===== src/rtl/wb_trace_buffer.sv =====
// Writeback trace buffer: captures retired register writes into a show-ahead FIFO
// tagged with a 16-bit sequence number, counting captures dropped while full.
module wb_trace_buffer #(
    parameter int DEPTH      = 16,
    parameter int CAPTURE_R0 = 0
) (
    input  logic                      clk,
    input  logic                      rst,
    input  logic                      wb_en,
    input  logic [4:0]                wb_dest,
    input  logic [31:0]               wb_value,
    input  logic                      clear,
    input  logic                      out_ready,
    output logic                      out_valid,
    output logic [15:0]               out_seq,
    output logic [4:0]                out_dest,
    output logic [31:0]               out_value,
    output logic [$clog2(DEPTH):0]    count,
    output logic                      full,
    output logic                      empty,
    output logic [7:0]                overflow_cnt
);

    localparam int              AW       = $clog2(DEPTH);
    localparam logic [AW-1:0]   PTR_ONE  = AW'(1);
    localparam logic [AW:0]     CNT_ONE  = (AW+1)'(1);
    localparam logic [AW:0]     CNT_FULL = (AW+1)'(DEPTH);
    localparam bit              R0_EN    = (CAPTURE_R0 != 0);

    typedef struct packed {
        logic [15:0] seq;
        logic [4:0]  dest;
        logic [31:0] value;
    } entry_t;

    entry_t          mem [DEPTH];
    entry_t          head;
    logic [AW-1:0]   wr_ptr_reg;
    logic [AW-1:0]   rd_ptr_reg;
    logic [AW:0]     count_reg;
    logic [15:0]     seq_reg;
    logic [7:0]      ovf_reg;

    logic capture;
    logic pop;
    logic push;
    logic drop;

    assign capture = wb_en && ((wb_dest != 5'd0) || R0_EN);
    assign empty   = (count_reg == '0);
    assign full    = (count_reg == CNT_FULL);
    assign pop     = !empty && out_ready;
    // A pop on the same edge frees the slot, so a full buffer still accepts the push.
    assign push    = capture && (!full || pop);
    assign drop    = capture && full && !pop;

    // Storage is deliberately not reset; the head is masked whenever the buffer is empty.
    always_ff @(posedge clk) begin
        if (push && !clear) begin
            mem[wr_ptr_reg] <= {seq_reg, wb_dest, wb_value};
        end
    end

    always_ff @(posedge clk or negedge rst) begin
        if (!rst) begin
            wr_ptr_reg <= '0;
            rd_ptr_reg <= '0;
            count_reg  <= '0;
            seq_reg    <= '0;
            ovf_reg    <= '0;
        end else if (clear) begin
            wr_ptr_reg <= '0;
            rd_ptr_reg <= '0;
            count_reg  <= '0;
            seq_reg    <= '0;
            ovf_reg    <= '0;
        end else begin
            if (push) begin
                wr_ptr_reg <= wr_ptr_reg + PTR_ONE;
            end
            if (pop) begin
                rd_ptr_reg <= rd_ptr_reg + PTR_ONE;
            end
            case ({push, pop})
                2'b10:   count_reg <= count_reg + CNT_ONE;
                2'b01:   count_reg <= count_reg - CNT_ONE;
                default: count_reg <= count_reg;
            endcase
            // Dropped captures still consume a sequence number so loss is visible downstream.
            if (capture) begin
                seq_reg <= seq_reg + 16'd1;
            end
            if (drop && (ovf_reg != 8'hFF)) begin
                ovf_reg <= ovf_reg + 8'd1;
            end
        end
    end

    assign head         = mem[rd_ptr_reg];
    assign out_valid    = !empty;
    assign out_seq      = empty ? 16'd0 : head.seq;
    assign out_dest     = empty ? 5'd0  : head.dest;
    assign out_value    = empty ? 32'd0 : head.value;
    assign count        = count_reg;
    assign overflow_cnt = ovf_reg;

endmodule


===== config.mk =====
export PLATFORM = sky130hd
export DESIGN_NAME = wb_trace_buffer
export DESIGN_NICKNAME = d
export VERILOG_FILES = /design/src/rtl/wb_trace_buffer.sv
export SDC_FILE = /design/constraint.sdc
export NUM_CORES = 1
export LEC_CHECK = 0
export ABC_CLOCK_PERIOD_IN_PS = 5480
export BUFFER_PORTS_ARGS = -buffer_cell sky130_fd_sc_hd__buf_4
export CAP_MARGIN = 20
export CORE_MARGIN = 2
export CORE_UTILIZATION = 40
export CTS_CLUSTER_DIAMETER = 30
export DETAILED_ROUTE_END_ITERATION = 10
export GPL_TIMING_DRIVEN = 0
export HOLD_SLACK_MARGIN = 0.03
export PLACE_DENSITY_LB_ADDON = 0.1
export SLEW_MARGIN = 20
export SYNTH_ARGS = -nofsm -noshare
export SYNTH_HDL_FRONTEND = slang
export SYNTH_SLANG_ARGS = --single-unit

===== constraint.sdc =====
create_clock -name clk -period 5.48 [get_ports clk]
set_clock_uncertainty 0.1 [all_clocks]
set_input_delay 0.548 -clock clk [delete_from_list [all_inputs] [get_ports clk]]
set_output_delay 0.548 -clock clk [all_outputs]
set_load 0.01 [all_outputs]

# --- Word level (Yosys, flattened, before mapping) ---
# Memory sizes are Yosys's and may differ from the RTL's.
# Index checks and enable logic that the tools add are counted.
word_totals:
  ram_bits: 848
  reg_bits: 37
  memories: 1
  elab_cells: 50
  inputBits: 42
mem_list:
  columns: ["name", "depth", "width", "read_ports", "rd_clocked_by_memory_dff", "write_ports", "line_no", "source"]
  rows:
  - ["mem", 16, 53, 1, 0, 1, "36", "entry_t mem [DEPTH];"]
op_classes:
  n_mux: 15
  eq_ne: 4
  n_addsub: 6
  reduce_logical: 19
op_table:
  columns: ["operator", "count"]
  rows:
  - ["$mux W16", 3]
  - ["$mux W32", 1]
  - ["$add A16 B1 Y16 const B", 1]
  - ["$mux W4", 4]
  - ["$mux W8", 2]
  - ["$mux W5", 2]
  - ["$pmux W5 S2", 1]
  - ["$add A4 B1 Y4 const B", 2]
  - ["$add A8 B1 Y8 const B", 1]
  - ["$ne A8 B8 Y1 const B", 1]
  - ["$reduce_bool A2 Y1", 4]
  - ["$logic_and A1 B1 Y1", 7]
  - ["$add A5 B1 Y5 const B", 1]
  - ["$eq A5 B5 Y1 const B", 1]
  - ["$logic_not A5 Y1", 1]
  - ["$reduce_bool A5 Y1", 1]
  - ["$sub A5 B1 Y5 const B", 1]
  - ["$logic_not A1 Y1", 4]
  - ["$reduce_bool A3 Y1", 1]
  - ["$eq A2 B1 Y1 const B", 1]
  - ["$eq A2 B2 Y1 const B", 1]
  - ["$mux W1", 2]
  - ["$logic_or A1 B1 Y1", 1]

# --- Longest topological paths before layout ---
# Gate-level depths: netlist of the first run.
logic_depth:
  depth_word: 8
  mapped_depth: 11
  depth_no_buf: 10

# --- Worst setup path after synthesis of the first run ---
# Ideal clock, no wire load.
synth_timing:
  path_kind: "input port to flip-flop"
  from: "input port out_ready"
  to: "memory mem[12][0] (netlist bit) (enable)"
  t_arrival_ps: 3695
  setup_time_ps: 464
  path_buffers: 2
  path_slack_ps: 1221
  required_time_ps: 4916
  path_stages: 6
  cell_sequence: "clkbuf_1 > nand3b_2 > and2_1 > clkbuf_1 > nand2_1 > nor2_1"
synth_between:
  elab_chain_len: 6
synth_rtl:
  columns: ["item", "line_no", "source"]
  rows:
  - ["start, declared", "13", "input logic out_ready,"]
  - ["$logic_and A1 B1 Y1", "52", "assign pop = !empty && out_ready;"]
  - ["$logic_or A1 B1 Y1", "54", "assign push = capture && (!full || pop);"]
  - ["$logic_and A1 B1 Y1", "54", null]
  - ["$logic_and A1 B1 Y1", "59", "if (push && !clear) begin"]
  - ["$mux W1", "59", null]
  - ["$mux W1 (implied by the code)", "60", "mem[wr_ptr_reg] <= {seq_reg, wb_dest, wb_value};"]
  - ["end, declared", "36", null]
# No other way between the ends.

# --- Final worst setup path of the first run ---
layout_timing:
  from: "register rd_ptr_reg[1]"
  to: "output port out_dest[4]"
layout_between:
  elab_chain_len: 2
layout_rtl:
  columns: ["item", "line_no", "source"]
  rows:
  - ["start, declared", "39", "logic [AW-1:0] rd_ptr_reg;"]
  - ["start signal, assigned", "82", "rd_ptr_reg <= rd_ptr_reg + PTR_ONE;"]
  - ["$mem_v2 Z16 W53", null, null]
  - ["$mux W5", "102", "assign out_dest = empty ? 5'd0 : head.dest;"]
  - ["end, declared", "16", "output logic [4:0] out_dest,"]
# No other way between the ends.

==> reports/qor.yml, run 1 <==
yosys:
  muxShareOfSynthArea: 0.174
  yosys.area_share.adder: 0.00425
  postSynthCellCount: 1536
  synth_compound_area_frac: 0.0145
  synth_simple_gate_area_frac: 0.0180
  avgSynthCellArea_um2: 22.2
  syn-cell-area_mm2: 0.0342
  ys_types: 44
  synth_top_family_by_area: "multiplexers"
  synth-edff-count: 848
  ys_async_sr_fraction: 0.0418
  yosysWarnings: 0
  ys_seq_elements: 885
  ys.flop_type: "edfxtp_1"
  synth_xor_area_frac: 0.00564
  ys_seq_area_frac: 0.773
  synthesis.nets: 1589
detailed_routing:
  via_per_inst: 5.36
  wl_per_cell_um: 26.8
  firstDrtPassIters: 5
  antenna_left: 0
  drtIter0Drc: 1607
  postRouteWirelength_mm: 85.2
  drc_errors: 0
  vias: 17000
critical_path:
  rr_worst_depth: 10
  cp-end-kind: "output pin"
  crit_arrival_ns: 4.00
  path_max_fanout: 10
  crit_required_ns: 4.83
  worstSetupPathType: "flop to output pin"
  r2r_slack_ns: 2.29
  cp-start-kind: "flop"
placed_design:
  placed_cells: 2841
  post-place-ws_ns: 1.67
  dp_hpwl_mm: 53.8
  port-buffer-count: 109
  gp_congestion: 0.717
sta:
  drv_slew: 0
  max_freq_mhz: 215
  final_hold_viol_count: 0
  period_needed_ns: 4.65
  setup_viol: 0
  fin_ws_ns: 0.828
  relSlewSlack: 0.261
  worst_pin_slew_ns: 1.11
  rsz0062_at_grt: "false"
  period_share: 0.849
power:
  irDropWorstVdd_mv: 0.309
  power_leakage_nw: 14.0
  power_density_mw_per_mm2: 485
grt:
  grt_max_degree: 38
  gr-total-overflow: 0
  grt_pass1_wl_mm: 124
  grt_pass1_vias: 18300
  grt_antenna_before_repair: 3
  gr-usage-all-layers: 0.200
cts:
  post_cts_buffers: 0
  cts_made_buffers: 166
  clockRootBuffer: "clkbuf_16"
  h-tree-depth: 4
  clk_pin_slew_ns: 0.05
  cts_buffer_depth: 3
  clkLatencyLatePin_ns: 0.74
  clock-sinks: 885
  cts_tree: "built"
cells_and_area:
  layout.nets: 1954
  syn_to_final_growth_pct: 28.0
  largest_reg_flops: 848
  final_common_cell: "edfxtp_1"
  utilization: 0.515
  layout-drive-gt1-share: 0.339
  fillers: 6792
  fin_cells: 3181
  final_cell_mix: "848 x edfxtp_1, 212 x mux4_2, 168 x clkbuf_16"
floorplanning:
  core_area_mm2: 0.0849
  io_pins: 111
  die_x_um: 296
  dieArea_mm2: 0.0877
  die_y_um: 296
  num_rows: 107
  initial_utilization: 0.402
run:
  maxCapViolCount: 0
min_path:
  hold_path_class: "primary input to flop"
  whs_path_depth: 1
outcome:
  status: "finished clean"
==> synth_stat cells (2+ instances only) <==
cell / instances / share of area
o22ai_1: 53 / 0.0097
o21ai_2: 2 / 0.00051
o211ai_1: 2 / 0.00044
edfxtp_1: 848 / 0.75
inv_1: 10 / 0.0011
dfrtp_1: 37 / 0.027
xnor2_1: 15 / 0.0038
or4_4: 2 / 0.00066
nand2_1: 17 / 0.0019
ha_1: 10 / 0.0037
nor2b_1: 4 / 0.00073
mux2i_1: 110 / 0.032
nand3_1: 11 / 0.0016
nor4_1: 4 / 0.00073
clkbuf_1: 42 / 0.0046
buf_1: 5 / 0.00055
buf_2: 31 / 0.0045
or3_1: 7 / 0.0013
nand2b_1: 4 / 0.00073
a21o_1: 2 / 0.00044
and2_1: 4 / 0.00073
o21ai_0: 5 / 0.00073
xor2_1: 7 / 0.0018
mux4_2: 212 / 0.14
a21oi_1: 11 / 0.0016
nand4_1: 7 / 0.0013
mux2_1: 3 / 0.00099
and4_1: 2 / 0.00051
nor3_1: 5 / 0.00073
nor2_1: 50 / 0.0055
==> repair_timing <==
item | in CTS | in global routing
endpoints found under the hold margin | 597 | 0
hold buffers | 36 | 0
resized for setup | 0 | 0
==> power breakdown <==
part	internal, W	switching (W)	leakage [nW]	total (W)
Sequential	0.00749	0.0000516	8.13	0.00754
Combinational	0.00168	0.00203	3.24	0.00371
Clock	0.00650	0.00344	2.67	0.00994
==> cell type report <==
class | instances | area [µm²] | area share
sequential | 885 | 26400 | 0.604
tap | 1144 | 1430 | 0.0327
antenna | 1 | 2.50 | 0.0000572
clock buffer | 191 | 4290 | 0.0981
clock inverter | 112 | 1260 | 0.0288
buffer | 79 | 344 | 0.00787
timing repair buffer | 197 | 2460 | 0.0563
inverter | 10 | 37.5 | 0.000859
multi-input combinational | 562 | 7500 | 0.172
==> per-stage QoR <==
stage                     instance area [µm²]  setup TNS, ns  hold slack (ns)  power [W]
final                                   43700              0           0.0920     0.0212
after global routing                    43700              0           0.0626     0.0220
after CTS                               43700              0           0.0334     0.0215
after detailed placement                37800              0            0.462     0.0115
after global placement                  36400       -1877.54            0.452     0.0114
after floorplan                         34200              0            0.152    0.00990
==> per-layer routing <==
layer | wire, µm | vias up | track usage | share of wire
li1 | - | 7273 | - | -
met1 | 37000 | 9167 | 0.276 | 0.43
met2 | 42000 | 493 | 0.323 | 0.49
met3 | 4930 | 110 | 0.0458 | 0.058
met4 | 1290 | 4 | 0.0524 | 0.015
met5 | 21 | - | 0 | 0.00025
==> final timing paths <==
| path | from | endpoint |
|---|---|---|
| worst max-delay path | rd_ptr_reg[1]$_DFFE_PN0P_ | out_dest[4] |
| worst min-delay path | wb_dest[4] | mem[13][36]$_DFFE_PP_ |
| worst max register to register | count[1]$_DFFE_PN0P_ | mem[8][7]$_DFFE_PP_ |
| worst min register to register | rd_ptr_reg[3]$_DFFE_PN0P_ | rd_ptr_reg[3]$_DFFE_PN0P_ |
| max in group asynchronous | rst | seq_reg[0]$_DFFE_PN0P_ |
| min in group asynchronous | rst | seq_reg[13]$_DFFE_PN0P_ |
==> cells by family after synthesis <==
family	after synthesis
DFF	885
muxes	327
and+or+nand+nor	123
buffers and inverters	89
AOI/OAI and AO/OA	79
xor gates and xnor gates	22
adders and majority gates	11
==> critical path, cell delays in order, from the launching register on <==
cell      delay, ns
dfrtp_1        0.35
buf_2          0.29
clkbuf_1       0.62
buf_1          0.78
mux4_2         0.37
mux2i_1        0.09
o22ai_1        0.52
buf_4          0.23
Note: power is estimated with default switching activity, not from simulation.
==> inputs of run 2 (changes only) <==
--- a/config.mk
+++ b/config.mk
@@ -5,7 +5,7 @@
 export SDC_FILE = /design/constraint.sdc
 export NUM_CORES = 1
 export LEC_CHECK = 0
-export ABC_CLOCK_PERIOD_IN_PS = 5480
+export ABC_CLOCK_PERIOD_IN_PS = 3800
 export BUFFER_PORTS_ARGS = -buffer_cell sky130_fd_sc_hd__buf_4
 export CAP_MARGIN = 20
 export CORE_MARGIN = 2
==> constraint.sdc (replaced) <==
create_clock -name clk -period 3.8 [get_ports clk]
set_clock_uncertainty 0.1 [all_clocks]
set_input_delay 0.38 -clock clk [delete_from_list [all_inputs] [get_ports clk]]
set_output_delay 0.38 -clock clk [all_outputs]
set_load 0.01 [all_outputs]
==> run 2 against run 1 <==
Clock-buffer cell count is 17 higher. Via count is 0.16% lower. Sequential power is 45% higher. Largest cell class unchanged. Highest routed layer unchanged. Worst setup slack worse by 0.73 ns.
==> reports/qor.yml, run 2 (synthesized netlist as in run 1, its figures left out) <==
power:
  power_leakage_nw: 14.4
  power_density_mw_per_mm2: 711
  fin_total_pwr_w: 0.0315
  irDropWorstVdd_mv: 0.454
sta:
  worst_pin_slew_ns: 1.03
  relSlewSlack: 0.314
  max_freq_mhz: 270
  final_hold_viol_count: 0
  setup_viol: 0
  rsz0062_at_grt: "true"
  period_share: 0.974
  period_needed_ns: 3.70
  drv_slew: 0
floorplanning:
  dieArea_mm2: 0.0877
  die_x_um: 296
  core_area_mm2: 0.0849
  io_pins: 111
  die_y_um: 296
  initial_utilization: 0.402
  num_rows: 107
placed_design:
  placed_cells: 2839
  dp_hpwl_mm: 52.9
  port-buffer-count: 109
  place_area_mm2: 0.0378
  gp_congestion: 0.704
critical_path:
  cp-end-kind: "output pin"
  crit_required_ns: 3.32
  worstSetupPathType: "flop to output pin"
  worst_path_most_repeated_cell: "buf_2"
  crit_arrival_ns: 3.22
  rr_worst_depth: 8
  crit_cells: 7
  crit_family: "buffers and inverters"
  path_max_fanout: 10
  worst_path_largest_cell_delay_ns: 0.51
  cp-start-kind: "flop"
  path_buf_inv: 4
  crit_chain: "buf_2, buf_2, clkbuf_4, mux4_2, mux2i_1, o22ai_1, buf_4"
  critPathSlowestCell: "o22ai_1"
  r2r_slack_ns: 0.81
cells_and_area:
  largest_reg_flops: 848
  final_common_cell: "edfxtp_1"
  fillers: 6762
  layout.nets: 1967
  final_cell_mix: "848 x edfxtp_1, 212 x mux4_2, 180 x clkbuf_16"
  fin_cells: 3209
  syn_to_final_growth_pct: 29.5
  layout-drive-gt1-share: 0.354
  design_area_mm2: 0.0442
outcome:
  status: "finished clean"
cts:
  cts_buffer_depth: 3
  clock-sinks: 885
  clk_pin_slew_ns: 0.05
  clkLatencyLatePin_ns: 0.73
  cts_tree: "built"
  cts_made_buffers: 175
  clockRootBuffer: "clkbuf_16"
  h-tree-depth: 4
run:
  maxCapViolCount: 0
grt:
  gr-usage-all-layers: 0.198
  grt_max_degree: 38
  grt_pass1_wl_mm: 123
  grt_antenna_before_repair: 3
  grt_pass1_vias: 18400
  gr-total-overflow: 0
detailed_routing:
  antenna_left: 0
  drc_errors: 0
  vias: 17000
  drtIter0Drc: 1337
  via_per_inst: 5.30
  wl_per_cell_um: 26.2
  firstDrtPassIters: 5
  postRouteWirelength_mm: 84.1
min_path:
  hold_path_class: "primary input to asynchronous set/reset pin"
run 2: worst reg2reg max path: stages, from the launching register on:
cell and delay (ns):
dfrtp_1 0.48, nor4_2 0.11, nand3b_2 0.20, and2_1 0.16
clkbuf_1 0.21, nand2_1 0.29, nor2_4 0.65, buf_12 0.27
buf_16 0.19
run 2: cell type report:
type / instances / area, µm² / area share
sequential: 885 / 26400 / 0.596
multi-input combinational: 562 / 7510 / 0.170
clock buffer: 208 / 4620 / 0.104
timing repair buffer: 201 / 2490 / 0.0563
tap: 1144 / 1430 / 0.0324
clock inverter: 116 / 1290 / 0.0292
buffer: 79 / 462 / 0.0104
inverter: 10 / 37.5 / 0.000848
antenna: 4 / 10.0 / 0.000226
run 2: path summary, 6_finish.rpt:
kind                                          endpoint                   startpoint
setup / recovery                           out_seq[15]    rd_ptr_reg[1]$_DFFE_PN0P_
hold / removal                 seq_reg[12]$_DFFE_PN0P_                          rst
setup reg to reg                 mem[10][16]$_DFFE_PP_         count[1]$_DFFE_PN0P_
hold reg to reg            overflow_cnt[4]$_DFFE_PN0P_  overflow_cnt[4]$_DFFE_PN0P_
max in group asynchronous    rd_ptr_reg[1]$_DFFE_PN0P_                          rst
min in group clk                  mem[9][19]$_DFFE_PP_                 wb_value[19]
run 2: metrics by stage:
stage          worst slack [ns]  hold WS (ns)   TNS, ns  utilization
6_report                 0.0987        0.0517         0        0.521
3_5_place_dp              0.126         0.286         0        0.445
5_1_grt                -0.00944        0.0861  -0.00944        0.521
2_1_floorplan            -0.291       -0.0156   -178.79            -
3_3_place_gp              -3.80         0.285  -2928.60        0.429
4_1_cts                 0.00354        0.0304         0        0.520
run 2: where the power goes:
part	switching, W	internal [W]
sequential	0.0000786	0.0108
combinational	0.00293	0.00253
clock	0.00493	0.0102
total	0.00794	0.0235
run 2: timing repair:
action,4_1_cts,5_1_grt
resized for setup,51,18
setup buffers,0,0
hold buffers,41,0
setup endpoints to repair,53,17
hold endpoints to repair,635,0
run 2: layer usage:
layer | track usage | up-vias | part of all wire | wire (µm)
met5 | 0 | - | 0.000083 | 7
met2 | 0.318 | 459 | 0.49 | 40900
li1 | - | 7318 | - | -
met4 | 0.0581 | 2 | 0.019 | 1600
met1 | 0.272 | 9109 | 0.44 | 37300
met3 | 0.0431 | 132 | 0.052 | 4340
==> inputs of run 3 (changes only) <==
--- a/config.mk
+++ b/config.mk
@@ -9,7 +9,7 @@
 export BUFFER_PORTS_ARGS = -buffer_cell sky130_fd_sc_hd__buf_4
 export CAP_MARGIN = 20
 export CORE_MARGIN = 2
-export CORE_UTILIZATION = 40
+export CORE_UTILIZATION = 51
 export CTS_CLUSTER_DIAMETER = 30
 export DETAILED_ROUTE_END_ITERATION = 10
 export GPL_TIMING_DRIVEN = 0
==> run 3 against run 2 <==
Global-route usage increased by 3.9 points. Largest cell class unchanged. Critical endpoint is now out_seq[0]. Critical path depth unchanged. Die area decreased by 21%. Via count increased by 0.32%. Flip-flop and latch count unchanged. Combinational power decreased by 2%.
==> reports/qor.yml, run 3 (synthesized netlist as in run 1, its figures left out) <==
grt:
  grt_max_degree: 38
  gr-total-overflow: 0
  grt_pass1_wl_mm: 118
  grt_antenna_before_repair: 0
  gr-usage-all-layers: 0.237
  grt_pass1_vias: 18100
cts:
  clkLatencyLatePin_ns: 0.72
  h-tree-depth: 4
  clock-sinks: 885
  cts_buffer_depth: 3
  clk_pin_slew_ns: 0.06
  cts_tree: "built"
  post_cts_buffers: 0
  clockRootBuffer: "clkbuf_16"
  cts_made_buffers: 160
cells_and_area:
  final_common_cell: "edfxtp_1"
  layout-drive-gt1-share: 0.358
  fillers: 4229
  num_antenna_cells: 0
  largest_reg_flops: 848
  fin_cells: 2899
  layout.nets: 1952
  syn_to_final_growth_pct: 28.2
  final_cell_mix: "848 x edfxtp_1, 212 x mux4_2, 163 x clkbuf_16"
floorplanning:
  die_x_um: 263
  dieArea_mm2: 0.0691
  die_y_um: 263
  io_pins: 111
  core_area_mm2: 0.0660
  num_rows: 94
  initial_utilization: 0.518
power:
  power_leakage_nw: 14.3
  power_density_mw_per_mm2: 717
  irDropWorstVdd_mv: 0.386
  fin_total_pwr_w: 0.0314
detailed_routing:
  drc_errors: 0
  wl_per_cell_um: 27.5
  firstDrtPassIters: 5
  postRouteWirelength_mm: 79.6
  drtIter0Drc: 1785
  antenna_left: 0
  vias: 17100
  via_per_inst: 5.89
placed_design:
  dp_hpwl_mm: 50.0
  port-buffer-count: 109
  placed_cells: 2560
  gp_congestion: 0.725
  post-place-ws_ns: 0.258
critical_path:
  cp-start-kind: "flop"
  cp-end-kind: "output pin"
  crit_required_ns: 3.32
  crit_arrival_ns: 3.17
  worstSetupPathType: "flop to output pin"
  r2r_slack_ns: 0.74
  rr_worst_depth: 9
  path_max_fanout: 10
sta:
  max_freq_mhz: 274
  worst_pin_slew_ns: 1.06
  relSlewSlack: 0.297
  period_needed_ns: 3.65
  setup_viol: 0
  final_hold_viol_count: 0
  rsz0062_at_grt: "false"
  drv_slew: 0
  tns_ns: 0
  period_share: 0.959
  fin_ws_ns: 0.155
outcome:
  status: "finished clean"
run:
  maxCapViolCount: 0
min_path:
  hold_path_class: "primary input to asynchronous set/reset pin"
==> run 3: layout make-up <==
type                            instances  area [µm²]  area share
Sequential cell                       885       26400       0.603
Multi-Input combinational cell        562        7510       0.172
Timing Repair Buffer                  201        2510      0.0573
Clock buffer                          174        4120      0.0941
Inverter                               10        37.5    0.000857
Tap cell                              864        1080      0.0247
Clock inverter                        124        1710      0.0390
Buffer                                 79         434     0.00992
==> run 3: layer usage <==
layer | global-route usage | share of wire | vias to the layer above
li1 | - | - | 7266
met1 | 0.335 | 0.43 | 9028
met2 | 0.371 | 0.48 | 641
met3 | 0.0515 | 0.067 | 140
met4 | 0.0792 | 0.024 | 0
met5 | 0 | 0 | -
==> run 3: timing repair <==
action                     in CTS  in global routing
setup endpoints to repair      53                 24
hold endpoints to repair      634                  0
resized for setup              36                 27
hold buffers                   41                  0
==> run 3: stage by stage <==
stage / area (µm²) / util / hold slack (ns)
3_3_place_gp: 36100 / 0.546 / 0.295
3_5_place_dp: 37500 / 0.568 / 0.302
6_report: 43800 / 0.664 / 0.106
4_1_cts: 43800 / 0.663 / 0.0772
5_1_grt: 43800 / 0.664 / 0.125
2_1_floorplan: 34200 / - / -0.0156
==> run 3: power by group <==
| part | switching, W | internal [W] | total (W) | leakage [nW] |
|---|---|---|---|---|
| combinational | 0.00283 | 0.00252 | 0.00535 | 3.36 |
| clock | 0.00487 | 0.0103 | 0.0152 | 2.82 |
| sequential | 0.0000740 | 0.0108 | 0.0109 | 8.12 |
| total | 0.00777 | 0.0236 | 0.0314 | 14.3 |
==> run 3: critical path, stage by stage (launching register included) <==
cell and delay, ns:
dfrtp_1 0.34, buf_2 0.23, buf_2 0.34, clkbuf_4 0.40, mux4_2 0.55, mux2i_1 0.17, o22ai_1 0.19, buf_4 0.21
==> run 3: worst paths after layout <==
check | from | endpoint
worst min-delay path | rst | overflow_cnt[6]$_DFFE_PN0P_
min in group clk | wb_value[26] | mem[5][26]$_DFFE_PP_
worst max register to register | count[0]$_DFFE_PN0P_ | mem[13][3]$_DFFE_PP_
worst max-delay path | rd_ptr_reg[0]$_DFFE_PN0P_ | out_seq[0]
max in group asynchronous | rst | rd_ptr_reg[3]$_DFFE_PN0P_
worst min register to register | overflow_cnt[4]$_DFFE_PN0P_ | overflow_cnt[4]$_DFFE_PN0P_
